`src/rtl/regfile_write_port.sv`:
```
// regfile_write_port
//
// Write side of the 32 x 32-bit architectural register file. Write-back
// requests arrive over a valid/ready handshake, wait in a 2-entry in-order
// queue, and the head entry commits into the register array on any edge
// where commit_en is high. Register 0 reads as zero and is never stored.
//
// Optional feature macro: REGFILE_BYPASS_EN
//   defined   - q_fwd_data returns the youngest queued write to q_addr
//   undefined - q_fwd_data is tied to 0 (consumers stall on q_pending)
//
// Ports
//   clock       rising-edge clock
//   reset_n     asynchronous active-low reset
//   wr_valid    write request present
//   wr_ready    queue can take a request this cycle (depends on commit_en)
//   wr_addr     destination register of the request
//   wr_data     write data of the request
//   commit_en   allow the head entry to commit this cycle
//   regs_flat   all registers, register r at bits [32r+31:32r]
//   q_addr      hazard query address
//   q_pending   a queued, uncommitted write targets q_addr
//   q_fwd_data  data of the youngest queued write to q_addr (0 if none)
//   q_count     queue occupancy, 0..2

module regfile_write_port #(
    parameter int DEPTH = 2
) (
    input  logic          clock,
    input  logic          reset_n,
    input  logic          wr_valid,
    output logic          wr_ready,
    input  logic [4:0]    wr_addr,
    input  logic [31:0]   wr_data,
    input  logic          commit_en,
    output logic [1023:0] regs_flat,
    input  logic [4:0]    q_addr,
    output logic          q_pending,
    output logic [31:0]   q_fwd_data,
    output logic [1:0]    q_count
);

    typedef enum logic [1:0] {
        EMPTY = 2'd0,
        ONE   = 2'd1,
        FULL  = 2'd2
    } state_t;

    state_t      state_q, state_d;

    // Entry 0 is always the head; entry 1 is only meaningful when FULL.
    logic [4:0]  addr_q [DEPTH];
    logic [4:0]  addr_d [DEPTH];
    logic [31:0] data_q [DEPTH];
    logic [31:0] data_d [DEPTH];

    logic [31:0] regs_q [1:31];

    logic        do_pop;
    logic        do_push;
    logic        push_to_1;
    logic        hit0;
    logic        hit1;
    logic        q_nonzero;

    // Handshake, occupancy state and queue next-state
    always_comb begin
        do_pop   = commit_en && (state_q != EMPTY);
        // A full queue can still accept when the head leaves on the same edge.
        wr_ready = (state_q != FULL) || do_pop;
        // Writes to r0 complete the handshake but never occupy a slot.
        do_push  = wr_valid && wr_ready && (wr_addr != 5'd0);

        state_d = state_q;
        case (state_q)
            EMPTY: if (do_push) state_d = ONE;
            ONE: begin
                if (do_push && !do_pop)      state_d = FULL;
                else if (!do_push && do_pop) state_d = EMPTY;
            end
            FULL:    if (!do_push && do_pop) state_d = ONE;
            default: state_d = EMPTY;
        endcase

        addr_d = addr_q;
        data_d = data_q;
        if (do_pop) begin
            addr_d[0] = addr_q[1];
            data_d[0] = data_q[1];
        end
        // New entry lands just behind whatever survives this edge's pop.
        push_to_1 = (state_q == FULL) || ((state_q == ONE) && !do_pop);
        if (do_push) begin
            if (push_to_1) begin
                addr_d[1] = wr_addr;
                data_d[1] = wr_data;
            end else begin
                addr_d[0] = wr_addr;
                data_d[0] = wr_data;
            end
        end
    end

    always_ff @(posedge clock or negedge reset_n) begin
        if (!reset_n) begin
            state_q <= EMPTY;
        end else begin
            state_q <= state_d;
        end
    end

    // Payload storage needs no reset: slots are qualified by state_q.
    always_ff @(posedge clock) begin
        addr_q <= addr_d;
        data_q <= data_d;
    end

    // Architectural registers, written only by a head commit
    always_ff @(posedge clock or negedge reset_n) begin
        if (!reset_n) begin
            for (int r = 1; r < 32; r++) begin
                regs_q[r] <= '0;
            end
        end else if (do_pop) begin
            for (int r = 1; r < 32; r++) begin
                if (addr_q[0] == 5'(r)) begin
                    regs_q[r] <= data_q[0];
                end
            end
        end
    end

    always_comb begin
        regs_flat[31:0] = '0;
        for (int r = 1; r < 32; r++) begin
            regs_flat[32*r +: 32] = regs_q[r];
        end
    end

    assign q_count = state_q;

    // Hazard query against the current queue contents
    always_comb begin
        q_nonzero = (q_addr != 5'd0);
        hit0      = (state_q != EMPTY) && (addr_q[0] == q_addr);
        hit1      = (state_q == FULL)  && (addr_q[1] == q_addr);
        q_pending = q_nonzero && (hit0 || hit1);
`ifdef REGFILE_BYPASS_EN
        // Entry 1 is younger than entry 0, so it takes priority.
        if (!q_nonzero)  q_fwd_data = '0;
        else if (hit1)   q_fwd_data = data_q[1];
        else if (hit0)   q_fwd_data = data_q[0];
        else             q_fwd_data = '0;
`else
        q_fwd_data = '0;
`endif
    end

endmodule
```
`config.mk`:
```
export PLATFORM = sky130hd
export DESIGN_NAME = regfile_write_port
export DESIGN_NICKNAME = d
export VERILOG_FILES = /design/src/rtl/regfile_write_port.sv
export SDC_FILE = /design/constraint.sdc
export NUM_CORES = 1
export LEC_CHECK = 0
export ABC_AREA = 1
export BUFFER_PORTS_ARGS = -buffer_cell sky130_fd_sc_hd__buf_4
export CAP_MARGIN = 25
export CORE_AREA = 2 2 429 431
export DETAILED_ROUTE_END_ITERATION = 8
export DIE_AREA = 0 0 431 433
export PLACE_DENSITY = 0.5
export SKIP_CTS_REPAIR_TIMING = 1
export SLEW_MARGIN = 20
export SYNTH_ARGS = -nofsm -noshare
export SYNTH_HDL_FRONTEND = slang
export SYNTH_SLANG_ARGS = --single-unit
```
`constraint.sdc`:
```
create_clock -name clock -period 9.9 [get_ports clock]
set_input_delay 1.485 -clock clock [delete_from_list [all_inputs] [get_ports clock]]
set_output_delay 1.485 -clock clock [all_outputs]
set_load 0.02 [all_outputs]
```
==> reports/results.txt <==
Post-place setup slack: 5.95 ns
Post-Synthesis Cells: 3,778
Synthesis-to-finish area growth: 36.5%
CTS root buffer: clkbuf_16
Path type of the worst min-delay path: reg2reg
Sequential cell area fraction in the yosys report: 69.0%
Commonest non-fill, non-tap cells in the layout: 1,145 x nand2_1, 1,099 x buf_4, 994 x dfrtp_1, 640 x o21ai_1, 393 x o21ai_0
FF+latch count, synth: 1,068
Minimum period implied by the final worst setup slack: 4.20 ns
Power density of the placed cells: 357 nW/um^2
Final Skew: 0.0492 ns
Detail-routed net length per standard cell: 23.8 microns
Via count of the first global-routing pass: 28.7k
Most common cell after layout, fill and taps aside: nand2_1
Clock tree from TritonCTS: yes
Critical Path Most Common Cell: nor2_1
Overflow left after global routing: 0
Data required time at the worst endpoint: 8.42 ns
Final nets: 4,753
CTS HTree Levels: 3
Outcome: finished clean
Leak Pwr: 25.8 nW
Post-route cell area: 52,900 sq um
Most area-consuming cells after synthesis: dfrtp_1 64%, nand2_1 11%, o21ai_1 8.3%
Vias per cell: 4.28
Wire length on met2: 86,600 microns
Final TNS setup: 0 ns
Delay of the slowest cell on the worst path: 0.78 ns
Worst Setup Start Kind: flip-flop
Total via count in the routed design: 30.8k
Total length of routed wires: 171,000 microns
Relative slew slack: 30.3%
Worst path cell trace: inv_2 -> nor2_1 -> nand2_1 -> nor2_1 -> nand3_1 -> a21oi_1 -> buf_4
Number of cells traversed by the worst register-to-register path: 9
Post-detailed-placement cell area: 48,700 sq um
Final weighted congestion of routability-driven global placement: 0.865
Worst hold stages: 2
Die boundary width: 431 microns
Clock buffers created by TritonCTS: 120
Fmax: 0.238 GHz
Pre-Repair DR Iteration Count: 5
Kind of end point of the critical path: primary output
Detailed placement HPWL: 115,000 microns
Final number of hold-violating endpoints: 0
Total of warnings raised by yosys: 0
Number of input and output port buffers inserted: 1,041
Initial antenna violation count: 24
Final setup margin: 5.70 ns
Count of routing violations after the opening detailed-route iteration: 2,405
Clock Latency Late Sink: 0.78 ns
DRC violations left: 0
Placeable core region: 182,000 sq um
Largest vdd supply drop: 0.000173 V
Least-Margin Pin Slew: 1.04 ns
Mapped cell area: 38,700 sq um
Share of final-layout standard cells stronger than drive strength 1: 28.8%
Count of boundary I/O pins: 1,106
Total Die Area: 187,000 sq um
Clk buf depth: 3
Final Power: 18.9 mW
M1 wire length: 66,700 microns
Effective utilization at floorplan: 21.3%
Detail Route met3 WL: 11,300 microns
Post-synthesis cell type with the largest combined area: dfrtp_1
Share of the clock period used by the worst path after layout: 42.4%
Antenna-violating nets left: 0
RSZ-0062 raised after global routing: no
Mean cell area of the mapped netlist: 10.3 sq um
CTS sink count: 1,068
Biggest fanout along the worst timing path: 5
Pins Over Slew Limit: 0
Wire length of the first global-routing pass: 233,000 microns
Y dimension of the die: 433 microns
CP max-delay cell: nor2_1
Crit path arrival time: 2.71 ns
Maximum number of pins on one net before global-route repair: 160
Unique cell type count in the Yosys netlist: 23
Max Cap Violations: 0
Combined global-route utilization of all metal layers: 17.6%
Post-synth top area share: 64.2%
WS Path Type: reg2out
Clock transition at the registers of the reported paths: 0.06 ns
Row cnt: 157
Total setup violations reported at the end of the flow: 0
Top Metal Used: met5
==> cells by family after synthesis <==
group / share of synthesized area [%]
other: 0.00968
AO/OA/AOI/OAI: 13.4
adder cells (fa/ha/maj): 0.0323
buffers and inverters: 5.08
AND/OR/NAND/NOR: 12.5
flip-flops: 69.0
==> cell usage after synthesis <==
cell and count:
nor2_4 2, o21ai_0 393, nor2_1 31, dfxtp_1 37, inv_2 5, a21oi_1 2, ha_1 1, nand2_2 15
nor3_1 1, dfrtp_1 994, buf_12 1, buf_6 1, nand2_1 1157, buf_4 79, edfxtp_1 37, inv_1 48
nand2_4 6, nand3_1 41, buf_2 57, buf_1 5, conb_1 1, o21ai_1 640, clkbuf_1 224
==> routing by layer <==
layer	vias to the layer above	track usage, %
li1	14100	-
met2	1124	30.5
met5	-	0
met3	266	4.29
met4	8	6.73
met1	15300	21.0
==> report_power, final <==
group	internal, mW	total [mW]	switching [mW]	leakage [nW]
sequential	5.81	6.65	0.837	14.1
combinational	2.42	7.54	5.12	9.64
clock	2.73	4.67	1.94	2.05
==> path summary, 6_finish.rpt <==
check / start / slack, ns / end
worst max-delay path: q_count[1] / 5.70 / q_pending
worst min-delay path: data_q[35] / 0.47 / regs_flat[771]
worst max register to register: q_count[1] / 6.74 / data_q[36]
worst min register to register: data_q[35] / 0.47 / regs_flat[771]
max in group asynchronous: reset_n / 6.86 / regs_flat[531]
min in group asynchronous: reset_n / 0.75 / regs_flat[987]
==> flip-flops by register name, summed over array words and instances (netlist names) <==
| name | cells |
|---|---|
| addr_q | 10 |
| data_q | 64 |
| regs_flat | 992 |
| q_count | 2 |
==> critical path, delay by kind of cell (launching register included) <==
kind            cells  cell delay, ns
simple gates        4            1.12
buf+inv             2            0.22
compound gates      1            0.17
flops               1            0.43
==> cell type report <==
cell class                 count  area, sq um
clock inverter                45          581
clock buffer                 179         3570
fill                       19100       129000
timing repair buffer        1110         8470
antenna                        7         17.5
inverter                      53          201
sequential                  1068        26700
multi-input combinational   2353        10300
tap                         2385         2980
==> stage by stage <==
stage          instances  util (%)  hold WS, ns
2_1_floorplan       3841         -        0.482
3_3_place_gp        6963      26.7        0.447
3_5_place_dp        6966      26.7        0.464
4_1_cts             7190      29.0        0.474
5_1_grt             7198      29.0        0.498
6_report            7200      29.0        0.467
Note: power is estimated with default switching activity, not from simulation.
